<file path="config.mk">
export PLATFORM = sky130hd
export DESIGN_NAME = fir3_lane_serializer_flat
export DESIGN_NICKNAME = d
export VERILOG_FILES = /design/src/rtl/fir3_lane_serializer_pkg.sv /design/src/rtl/fir3_lane_serializer_if.sv /design/src/rtl/fir3_lane_serializer_round_sat.sv /design/src/rtl/fir3_lane_serializer.sv /design/src/flat_wrapper.sv
export SDC_FILE = /design/constraint.sdc
export NUM_CORES = 1
export LEC_CHECK = 0
export ABC_AREA = 0
export BUFFER_PORTS_ARGS = -buffer_cell sky130_fd_sc_hd__buf_2
export CAP_MARGIN = 10
export CORE_MARGIN = 3
export CORE_UTILIZATION = 45
export DETAILED_ROUTE_END_ITERATION = 8
export GPL_TIMING_DRIVEN = 0
export PLACE_DENSITY_LB_ADDON = 0.2
export REMOVE_ABC_BUFFERS = 1
export SLEW_MARGIN = 10
export SYNTH_ARGS = -nofsm -noshare
export SYNTH_HDL_FRONTEND = slang
export SYNTH_SLANG_ARGS = --single-unit
</file>
<file path="constraint.sdc">
create_clock -name clk -period 9.3 [get_ports clk]
set_clock_uncertainty 0.05 [all_clocks]
set_input_delay 2.325 -clock clk [delete_from_list [all_inputs] [get_ports clk]]
set_output_delay 2.325 -clock clk [all_outputs]
set_load 0.01 [all_outputs]
</file>
<file path="src/rtl/fir3_lane_serializer_pkg.sv">
//------------------------------------------------------------------------------
// fir3_pkg : shared types and defaults for the 3-lane FIR output serializer
// Rev 1.0
//------------------------------------------------------------------------------
`default_nettype none

package fir3_pkg;
  localparam int LANES     = 3;
  localparam int DEF_IN_W  = 64;
  localparam int DEF_OUT_W = 16;

  typedef logic [1:0] lane_idx_t;

  // Lanes are held at the widest supported accumulator width (IN_W <= DEF_IN_W).
  typedef struct packed {
    logic signed [DEF_IN_W-1:0] din0;
    logic signed [DEF_IN_W-1:0] din1;
    logic signed [DEF_IN_W-1:0] din2;
  } triple_t;
endpackage

`default_nettype wire

</file>
<file path="src/rtl/fir3_lane_serializer_if.sv">
//------------------------------------------------------------------------------
// fir3_lane_serializer_if : triple input bus and serial valid/ready output bus
// Rev 1.0
//------------------------------------------------------------------------------
`default_nettype none

interface fir3_lane_serializer_if #(
  parameter int IN_W  = 64,
  parameter int OUT_W = 16
) ();
  logic                    in_valid;
  logic                    in_ready;
  logic signed [IN_W-1:0]  din0;
  logic signed [IN_W-1:0]  din1;
  logic signed [IN_W-1:0]  din2;
  logic signed [OUT_W-1:0] dout;
  logic                    dout_valid;
  logic                    dout_ready;

  modport master (
    output in_valid, din0, din1, din2, dout_ready,
    input  in_ready, dout, dout_valid
  );

  modport slave (
    input  in_valid, din0, din1, din2, dout_ready,
    output in_ready, dout, dout_valid
  );
endinterface

`default_nettype wire

</file>
<file path="src/rtl/fir3_lane_serializer_round_sat.sv">
//------------------------------------------------------------------------------
// fir3_round_sat : round-half-up right shift followed by signed saturation
// Rev 1.0
//------------------------------------------------------------------------------
`default_nettype none

module fir3_round_sat #(
  parameter int IN_W  = 64,
  parameter int OUT_W = 16,
  parameter int SHIFT = 15
) (
  input  logic signed [IN_W-1:0]  x,
  output logic signed [OUT_W-1:0] y,
  output logic                    clamped
);
  localparam logic signed [IN_W:0] c_rnd =
    (IN_W+1)'(SHIFT > 0 ? 1 : 0) << (SHIFT > 0 ? SHIFT - 1 : 0);
  localparam logic signed [IN_W:0] c_max = {{(IN_W-OUT_W+2){1'b0}}, {(OUT_W-1){1'b1}}};
  localparam logic signed [IN_W:0] c_min = {{(IN_W-OUT_W+2){1'b1}}, {(OUT_W-1){1'b0}}};

  logic signed [IN_W:0] w_t;
  logic signed [IN_W:0] w_s;
  logic                 w_hi;
  logic                 w_lo;

  // One guard bit keeps the rounding add from overflowing.
  assign w_t  = {x[IN_W-1], x} + c_rnd;
  assign w_s  = w_t >>> SHIFT;
  assign w_hi = (w_s > c_max);
  assign w_lo = (w_s < c_min);

  always_comb begin
    y = w_s[OUT_W-1:0];
    if (w_hi) begin
      y = c_max[OUT_W-1:0];
    end else if (w_lo) begin
      y = c_min[OUT_W-1:0];
    end
    clamped = w_hi | w_lo;
  end
endmodule

`default_nettype wire

</file>
<file path="src/rtl/fir3_lane_serializer.sv">
//------------------------------------------------------------------------------
// fir3_lane_serializer : buffers lane triples, rounds/saturates, emits lane 0,1,2
// Rev 1.0
//------------------------------------------------------------------------------
`default_nettype none

module fir3_lane_serializer
  import fir3_pkg::*;
#(
  parameter int IN_W  = DEF_IN_W,
  parameter int OUT_W = DEF_OUT_W,
  parameter int SHIFT = 15,
  parameter int DEPTH = 2
) (
  input  logic                         clk,
  input  logic                         rst,
  fir3_lane_serializer_if.slave        bus,
  input  logic                         sat_clr,
  output logic                         sat_flag,
  output logic [15:0]                  drop_cnt
);
  localparam int        c_pw   = $clog2(DEPTH);
  localparam int        c_cw   = $clog2(DEPTH + 1);
  localparam lane_idx_t c_last = lane_idx_t'(LANES - 1);

  typedef logic [c_pw-1:0] ptr_t;

  triple_t                 r_mem [DEPTH];
  ptr_t                    r_wptr;
  ptr_t                    r_rptr;
  logic [c_cw-1:0]         r_count;
  lane_idx_t               r_lsel;
  logic signed [OUT_W-1:0] r_dout;
  logic                    r_dout_valid;
  logic                    r_sat;
  logic [15:0]             r_drop;

  logic                    w_full;
  logic                    w_empty;
  logic                    w_push;
  logic                    w_load;
  logic                    w_take;
  logic                    w_pop;
  triple_t                 w_head;
  logic signed [IN_W-1:0]  w_lane;
  logic signed [OUT_W-1:0] w_sample;
  logic                    w_clamped;

  function automatic ptr_t next_ptr(input ptr_t p);
    return (p == ptr_t'(DEPTH - 1)) ? '0 : p + 1'b1;
  endfunction

  assign w_full  = (r_count == c_cw'(DEPTH));
  assign w_empty = (r_count == '0);
  assign w_push  = bus.in_valid && !w_full;
  assign w_load  = !r_dout_valid || bus.dout_ready;
  assign w_take  = w_load && !w_empty;
  assign w_pop   = w_take && (r_lsel == c_last);
  assign w_head  = r_mem[r_rptr];

  always_comb begin
    unique case (r_lsel)
      2'd0:    w_lane = IN_W'(w_head.din0);
      2'd1:    w_lane = IN_W'(w_head.din1);
      default: w_lane = IN_W'(w_head.din2);
    endcase
  end

  fir3_round_sat #(
    .IN_W  (IN_W),
    .OUT_W (OUT_W),
    .SHIFT (SHIFT)
  ) u_round_sat (
    .x       (w_lane),
    .y       (w_sample),
    .clamped (w_clamped)
  );

  // Storage needs no reset: only entries covered by r_count are ever read.
  always_ff @(posedge clk) begin
    if (w_push) begin
      r_mem[r_wptr] <= '{din0: DEF_IN_W'(bus.din0),
                         din1: DEF_IN_W'(bus.din1),
                         din2: DEF_IN_W'(bus.din2)};
    end
  end

  always_ff @(posedge clk or negedge rst) begin
    if (!rst) begin
      r_wptr  <= '0;
      r_rptr  <= '0;
      r_count <= '0;
    end else begin
      if (w_push) r_wptr <= next_ptr(r_wptr);
      if (w_pop)  r_rptr <= next_ptr(r_rptr);
      case ({w_push, w_pop})
        2'b10:   r_count <= r_count + 1'b1;
        2'b01:   r_count <= r_count - 1'b1;
        default: r_count <= r_count;
      endcase
    end
  end

  always_ff @(posedge clk or negedge rst) begin
    if (!rst) begin
      r_dout       <= '0;
      r_dout_valid <= 1'b0;
      r_lsel       <= '0;
    end else if (w_load) begin
      if (!w_empty) begin
        r_dout       <= w_sample;
        r_dout_valid <= 1'b1;
        r_lsel       <= (r_lsel == c_last) ? '0 : r_lsel + 1'b1;
      end else begin
        r_dout_valid <= 1'b0;
      end
    end
  end

  // A clamp on the loading edge outranks a simultaneous clear.
  always_ff @(posedge clk or negedge rst) begin
    if (!rst) begin
      r_sat  <= 1'b0;
      r_drop <= '0;
    end else begin
      if (w_take && w_clamped) begin
        r_sat <= 1'b1;
      end else if (sat_clr) begin
        r_sat <= 1'b0;
      end
      if (bus.in_valid && w_full && (r_drop != 16'hFFFF)) begin
        r_drop <= r_drop + 16'd1;
      end
    end
  end

  assign bus.in_ready   = !w_full;
  assign bus.dout       = r_dout;
  assign bus.dout_valid = r_dout_valid;
  assign sat_flag       = r_sat;
  assign drop_cnt       = r_drop;
endmodule

`default_nettype wire

</file>
<file path="src/flat_wrapper.sv">
// flat-port wrapper written by rule: the top's interface ports become plain ports
module fir3_lane_serializer_flat import fir3_pkg::*;
#(
  parameter int IN_W  = DEF_IN_W,
  parameter int OUT_W = DEF_OUT_W,
  parameter int SHIFT = 15,
  parameter int DEPTH = 2
)
  (clk, rst, sat_clr, sat_flag, drop_cnt, bus_in_valid, bus_din0, bus_din1, bus_din2, bus_dout_ready, bus_in_ready, bus_dout, bus_dout_valid);
  fir3_lane_serializer_if #(.IN_W(IN_W), .OUT_W(OUT_W)) bus_i ();
  input  logic clk;
  input  logic rst;
  input  logic sat_clr;
  output logic sat_flag;
  output logic [15:0] drop_cnt;
  input wire logic [$bits(bus_i.in_valid)-1:0] bus_in_valid;
  input wire logic [$bits(bus_i.din0)-1:0] bus_din0;
  input wire logic [$bits(bus_i.din1)-1:0] bus_din1;
  input wire logic [$bits(bus_i.din2)-1:0] bus_din2;
  input wire logic [$bits(bus_i.dout_ready)-1:0] bus_dout_ready;
  output wire logic [$bits(bus_i.in_ready)-1:0] bus_in_ready;
  output wire logic [$bits(bus_i.dout)-1:0] bus_dout;
  output wire logic [$bits(bus_i.dout_valid)-1:0] bus_dout_valid;
  assign bus_i.in_valid = bus_in_valid;
  assign bus_i.din0 = bus_din0;
  assign bus_i.din1 = bus_din1;
  assign bus_i.din2 = bus_din2;
  assign bus_i.dout_ready = bus_dout_ready;
  assign bus_in_ready = bus_i.in_ready;
  assign bus_dout = bus_i.dout;
  assign bus_dout_valid = bus_i.dout_valid;
  fir3_lane_serializer #(.IN_W(IN_W), .OUT_W(OUT_W), .SHIFT(SHIFT), .DEPTH(DEPTH)) u_core (.clk(clk), .rst(rst), .bus(bus_i), .sat_clr(sat_clr), .sat_flag(sat_flag), .drop_cnt(drop_cnt));
endmodule
</file>
==> metrics.md, run 1 <==
| Metric | Value |
|---|---|
| Worst-path cell chain | `buf_16 -> nand2b_1 -> a211oi_1 -> a221oi_2 -> ha_1 -> inv_1 -> nor3_2 -> nand4_1 -> nor4b_2 -> xnor2_1 -> nor4_1 -> nand4_1 -> o31ai_4 -> o311ai_1` |
| Largest net degree at the start of global routing | `58` |
| First-pass GRT wire length | `51300 microns` |
| Post-synth EDFFs | `300` |
| Hpwl dp | `23300 microns` |
| Required @ worst endpoint | `9.57 ns` |
| Crit share post-route | `67.1%` |
| Leak | `6.38 nW` |
| Peak Freq | `0.160 GHz` |
| Placeable Area | `32800 sq um` |
| Ys Warns | `0` |
| Vias per cell | `5.39` |
| Footprint of the multi-input gates | `4740 sq um` |
| Final setup violation count | `0` |
| Pwr/cell area | `338 nW/um^2` |
| Ports | `232` |
| Relative slew margins | `23.4%` |
| CP startpoint kind | `register` |
| All-Layer GR Usage | `18.5%` |
| Syn Std Cell Area | `15100 sq um` |
| Antenna Nets Post-Route | `0` |
| Bufs and invs on worst path | `2` |
| Average size of a mapped cell | `16.0 sq um` |
| Crit path largest cell delay | `0.92 ns` |
| Post-synthesis cell count | `946` |
| Vias in the first global route | `8901` |
| Layout cells sized above 1 | `31.3%` |
| CTS tree | `yes` |
| Filler Cell Count | `2706` |
| Num CTS Buffers | `37` |
| Slowest-stage cell, CP | `nand2b_1` |
| Root Driver | `clkbuf_16` |
| Crit path max fanout | `46` |
| Clock Path Buffers | `3` |
| Fin nets | `1352` |
| Crit path max-delay family | `simple AND/OR/NAND/NOR gates` |
| Hold_sp | `u_core.drop_cnt[9]` |
| Post-Route WL | `33200 microns` |
| Gates resized, CTS repair | `0` |
| Drt wl/cell | `20.5 microns` |
| Worst slack, placed | `3.10 ns` |
| Synth Flop Type | `edfxtp_1` |
| Syn-to-layout area delta | `17.7%` |
| Setup TNS | `0 ns` |
| Most common cell on crit path | `nand4_1` |
| Die height | `189 microns` |
| CP endpoint kind | `register` |
| Post-CTS Hold Fix Bufs | `0` |
| Tmin final | `6.24 ns` |
| Final hold violation count | `0` |
| Sequential cell area | `10000 sq um` |
| Reg clk slew, reported paths | `0.06 ns` |
| # Post-CTS Setup Buffers | `0` |
| DR pass1 iterations | `4` |
| Library cells used by synthesis | `75` |
| Sequential area share after synthesis | `66.3%` |
| Sink Count | `340` |
| Max-cap violations | `0` |
| Max Slew Vio Count | `0` |
| Global route overflow | `0` |
| Yosys reg bits | `340` |
| Placer Congestion | `0.865` |
| Reg-to-reg critical path startpoint | `u_core.r_lsel[1]` |
| Die width | `189 microns` |
| RSZ-0062 raised after global routing | `no` |
| Row count | `66` |
| Worst Slack Setup Final | `3.06 ns` |
| Kind of critical path | `register to register` |
| Initial antenna violation count | `1` |
| Total die area | `35800 sq um` |
| Critical path data arrival time | `6.51 ns` |
| 1st-iter DRT viols | `480` |
| Initial Utilization | `46.0%` |
| VDD IR max | `165 uV` |
| CP startpoint | `u_core.r_lsel[1]` |
| Status | `complete, no violations` |
| Post-route DRC | `0` |
| Slew @ Worst Pin | `1.15 ns` |
| H-tree Lvls | `2` |
| Ys async rst share | `11.8%` |
| Worst hold path class | `register to register` |
| Vias | `8735` |
| Skew-Pair Late Insertion Delay | `0.51 ns` |
| Total power | `6.00 mW` |
| Port bufs | `189` |
[cells by family (layout without fill, tap and decap cells)]
group	after synthesis	after routing	share of synthesized area, %
flip-flops	340	340	66.3
AND/OR/NAND/NOR	255	255	10.1
multiplexers	152	152	12.3
AO/OA/AOI/OAI	89	89	5.07
XOR/XNOR	61	61	3.54
buffers and inverters	46	276	2.46
adder cells (fa/ha/maj)	3	3	0.249
other	0	2	0
[synth_stat cells (4+ instances only)]
master / instances / area share [%]
edfxtp_1: 300 / 60
mux2i_1: 79 / 5.2
nand2_1: 71 / 1.8
mux2_2: 43 / 3.2
dfrtp_1: 40 / 6.6
xnor2_1: 40 / 2.3
nand4_1: 31 / 1.3
nor2_1: 29 / 0.72
nor3_1: 22 / 0.73
mux4_2: 21 / 3.1
xor2_1: 21 / 1.2
a22oi_1: 20 / 0.99
nor4_1: 17 / 0.70
nand3_1: 16 / 0.53
buf_2: 10 / 0.33
o311ai_2: 10 / 1.1
buf_6: 9 / 0.67
inv_1: 9 / 0.22
mux2_1: 9 / 0.67
nor2b_1: 9 / 0.37
o21ai_1: 9 / 0.30
o21ai_0: 8 / 0.27
nor4_4: 7 / 0.99
a21oi_1: 6 / 0.20
and2_1: 6 / 0.25
and3_1: 5 / 0.21
buf_12: 5 / 0.66
clkbuf_1: 5 / 0.12
o311ai_1: 5 / 0.29
a211oi_1: 4 / 0.20
buf_4: 4 / 0.20
nand2b_1: 4 / 0.17
nor3_2: 4 / 0.27
nor4b_1: 4 / 0.23
[metal layers]
metal | GRT usage, % | part of all wire (%)
met5 | 0 | 0
met3 | 3.07 | 5.1
met1 | 25.9 | 44
met4 | 4.38 | 1.7
met2 | 30.4 | 49
[state kept, by name (all words and copies together), names as in the netlist]
signal / count
u_core.r_count: 2
u_core.bus.dout: 16
u_core.r_lsel: 2
u_core.r_mem: 300
u_core.r_wptr: 1
u_core.bus.dout_valid: 1
u_core.drop_cnt: 16
u_core.r_rptr: 1
u_core.sat_flag: 1
[final timing paths]
path                                       to  slack (ns)  cells after the start
max                        u_core.bus.dout[2]        3.06                     14
min                        u_core.drop_cnt[9]        0.43                      1
max reg2reg                u_core.bus.dout[2]        3.06                     14
min reg2reg                u_core.drop_cnt[9]        0.43                      1
max in group asynchronous    u_core.r_lsel[1]        6.57                      1
min in group asynchronous  u_core.drop_cnt[7]        1.93                      1
[final cells by class]
type                    instances  share of cell area, %
inverters                       9                  0.190
clock inverters                16                  0.739
clock buffers                  47                   5.48
flip-flops and latches        340                   56.4
repair buffers                204                   7.35
well taps                     442                   3.11
diodes                          2                 0.0282
multi-input cells             560                   26.7
[per-stage QoR]
| step | hold slack (ns) | instance area [sq um] | util, % | std cells |
|---|---|---|---|---|
| after global placement | 0.411 | 16300 | 49.6 | 1540 |
| after CTS | 0.431 | 17800 | 54.2 | 1618 |
| final | 0.430 | 17800 | 54.2 | 1620 |
| after floorplan | 0.410 | 14800 | - | 909 |
| after global routing | 0.459 | 17800 | 54.2 | 1618 |
| after detailed placement | 0.418 | 16700 | 50.8 | 1555 |
[report_power, final]
group          internal (mW)  total [mW]  switching, mW  leakage, nW
logic                  0.934        2.44           1.50         2.56
registers               2.09        2.22          0.129         3.28
clock network          0.793        1.35          0.553        0.537
total                   3.81        6.00           2.18         6.38
[layout by cell type (no fill, tap or decap), types with 4 or more instances in the layout]
master	n
nor2_1	27
buf_2	189
buf_12	7
nand4_1	31
clkinv_2	4
nor3_1	22
and3_1	4
clkinv_1	7
o311ai_1	5
o21ai_0	7
buf_16	8
and2_1	6
xnor2_1	40
a22oi_1	20
mux4_2	21
o311ai_2	10
nand2_1	71
nor2b_1	8
nand2b_1	4
nor3_2	4
nor4_4	7
mux2_1	9
o21ai_1	9
nor4b_1	4
mux2_2	43
clkbuf_1	9
inv_1	9
a211oi_1	4
clkbuf_16	37
nor4_1	17
dfrtp_1	37
edfxtp_1	300
mux2i_1	79
nand3_1	16
a21oi_1	6
xor2_1	21
Note: power is estimated with default switching activity, not from simulation.
==> run 2, diff against run 1 <==
==> constraint.sdc (replaced) <==
create_clock -name clk -period 6.04 [get_ports clk]
set_clock_uncertainty 0.05 [all_clocks]
set_input_delay 1.51 -clock clk [delete_from_list [all_inputs] [get_ports clk]]
set_output_delay 1.51 -clock clk [all_outputs]
set_load 0.01 [all_outputs]
==> run 2 against run 1 <==
  * Hold slack is the same
  * Total power grew 54%
  * Via count is essentially flat
  * Final area grew 0.13%
  * Global-route usage is the same
  * Critical endpoint unchanged
  * Critical path type unchanged
  * Critical path depth grew 1
  * Die area is the same
==> metrics.md, run 2 (synthesis gave the netlist of run 1 again) <==
| Metric | Value |
|---|---|
| Status | `complete, no violations` |
| Worst Slack Setup Final | `0.732 ns (-2.33 ns)` |
| Post-CTS Hold Fix Bufs | `0 (unchanged)` |
| Commonest non-fill, non-tap cell in the layout | `edfxtp_1` |
| 1st-iter DRT viols | `472 (-1.7%)` |
| Worst hold slack | `0.430 ns (unchanged)` |
| Row count | `66 (unchanged)` |
| Final setup violation count | `0 (unchanged)` |
| Worst hold path depth | `1 (unchanged)` |
| Global route overflow | `0 (unchanged)` |
| CP startpoint kind | `register` |
| Sequential cell area | `10000 sq um (unchanged)` |
| Most frequent cells in the layout | `edfxtp_1 (300), buf_2 (189), mux2i_1 (79), nand2_1 (71), mux2_2 (43)` |
| Critical path data arrival time | `5.60 ns (-0.91 ns)` |
| Peak Freq | `0.188 GHz (+18%)` |
| Num CTS Buffers | `37 (unchanged)` |
| Vias per cell | `5.39 (about the same)` |
| RSZ-0062 raised after global routing | `no` |
| Slew @ Worst Pin | `1.03 ns (-0.119 ns)` |
| Max FFs per register | `300 (unchanged)` |
| Vias in the first global route | `8901 (unchanged)` |
| Crit share post-route | `87.9% (+21 points)` |
| Filler Cell Count | `2704 (-0.074%)` |
| Pwr/cell area | `520 nW/um^2 (+54%)` |
| CP endpoint kind | `register` |
| Post-route DRC | `0 (unchanged)` |
| Tmin final | `5.31 ns (-0.929 ns)` |
| Max Slew Vio Count | `0 (unchanged)` |
| Total power | `9.25 mW (+54%)` |
| Max-cap violations | `0 (unchanged)` |
| Initial antenna violation count | `1 (unchanged)` |
| Reg-to-reg critical path startpoint | `u_core.r_lsel[1]` |
| Antenna Nets Post-Route | `0 (unchanged)` |
| Clock Path Buffers | `3 (unchanged)` |
| Cells on worst reg2reg path | `15 (+1)` |
| Crit path max fanout | `46 (unchanged)` |
| Port bufs | `189 (unchanged)` |
| Skew-Pair Late Insertion Delay | `0.51 ns (about the same)` |
| First-pass GRT wire length | `51300 microns (unchanged)` |
| Ports | `232 (unchanged)` |
| All-Layer GR Usage | `18.5% (unchanged)` |
| DR pass1 iterations | `4 (unchanged)` |
| Worst reg-to-reg setup slack | `0.73 ns (-2.33 ns)` |
| Placement-stage cell area | `16700 sq um (unchanged)` |
| Post-Route WL | `33100 microns (-0.16%)` |
| Syn-to-layout area delta | `17.9%` |
| Fin nets | `1353 (+0.074%)` |
| Hold Crit Endpoint | `u_core.drop_cnt[9]` |
| Relative slew margins | `31.3% (+7.9 points)` |
| Die height | `189 microns (unchanged)` |
| Die width | `189 microns (unchanged)` |
| Biggest register | `u_core.r_mem` |
| Drt wl/cell | `20.4 microns (-0.22%)` |
| Root Driver | `clkbuf_16` |
| H-tree Lvls | `2 (unchanged)` |
| CTS tree | `yes` |
| Reg clk slew, reported paths | `0.06 ns (about the same)` |
| Kind of critical path | `register to register` |
| Total die area | `35800 sq um (unchanged)` |
| Hold_sp | `u_core.drop_cnt[9]` |
| Placeable Area | `32800 sq um (unchanged)` |
| Final hold violation count | `0 (unchanged)` |
| Placer Congestion | `0.865 (unchanged)` |
| Hpwl dp | `23300 microns (unchanged)` |
| Sink Count | `340 (unchanged)` |
| Required @ worst endpoint | `6.33 ns (-3.24 ns)` |
| Footprint of the multi-input gates | `4750 sq um (about the same)` |
| Vias | `8740 (+0.057%)` |
| VDD IR max | `253 uV (+54%)` |
| RR Endpoint | `u_core.bus.dout[2]` |
| Leak | `6.39 nW (+0.16%)` |
| Worst slack, placed | `-0.157 ns (-3.26 ns)` |
| Layout cells sized above 1 | `31.4% (+0.14 points)` |
| Initial Utilization | `46.0% (unchanged)` |
| Worst hold path class | `register to register` |
| Largest net degree at the start of global routing | `58 (unchanged)` |
| Final Cell Area | `17800 sq um (+0.13%)` |
==> run 2: metal layers <==
metal | up-vias | track usage, % | wire (microns)
met5 | - | 0 | 0
met4 | 0 | 4.38 | 577
met3 | 49 | 3.07 | 1740
met2 | 221 | 30.4 | 16200
met1 | 4313 | 25.9 | 14700
li1 | 4157 | - | -
==> run 2: how the worst max path moves through the flow <==
stage | start | end | slack [ns] | depth (start not counted)
floorplan | bus_in_valid | u_core.r_mem[0][100] | -2.50 | 2
global route | u_core.r_lsel[1] | u_core.bus.dout[2] | 0.35 | 14
finish | u_core.r_lsel[1] | u_core.bus.dout[2] | 0.73 | 15
CTS | u_core.r_lsel[1] | u_core.bus.dout[2] | 0.21 | 14
global placement | bus_in_valid | u_core.r_mem[0][125] | -6.52 | 3
detailed placement | u_core.r_lsel[1] | u_core.bus.dout[11] | -0.16 | 14
==> run 2: layout make-up <==
type                            instances  share of cell area (%)
Timing Repair Buffer                  205                    7.46
Multi-Input combinational cell        560                    26.7
Sequential cell                       340                    56.3
Antenna cell                            2                  0.0281
Clock inverter                         16                   0.739
Tap cell                              442                    3.11
Clock buffer                           47                    5.47
Inverter                                9                   0.190
==> run 2: stage by stage <==
stage                     TNS (ns)  util, %  std cells
after CTS                        0     54.2       1618
after floorplan            -397.88        -        909
final                            0     54.3       1621
after global routing             0     54.2       1619
after global placement    -1310.89     49.6       1540
after detailed placement     -2.09     50.8       1555
==> run 2: where the power goes <==
group	switching, mW	internal [mW]	leakage (nW)
Sequential	0.198	3.21	3.28
Clock	0.850	1.22	0.537
Combinational	2.32	1.45	2.57
==> run 2: worst max-delay path, stage by stage (launching register included) <==
cell and delay (ns):
dfrtp_4 0.57, buf_16 0.31, nand2b_2 0.58, a211oi_1 0.13, a221oi_2 0.30, ha_1 0.31
inv_1 0.09, nor3_2 0.42, nand3_2 0.26, nor4_2 0.43, xnor2_1 0.21, nor4_1 0.61
nand4_1 0.24, o31ai_4 0.26, buf_12 0.20, o311ai_1 0.11
==> run 2: timing repair <==
action | in CTS | in global routing
pin swaps | 0 | 1
gates resized for setup | 1 | 0
endpoints found under the setup margin | 16 | 16
setup buffers | 0 | 1
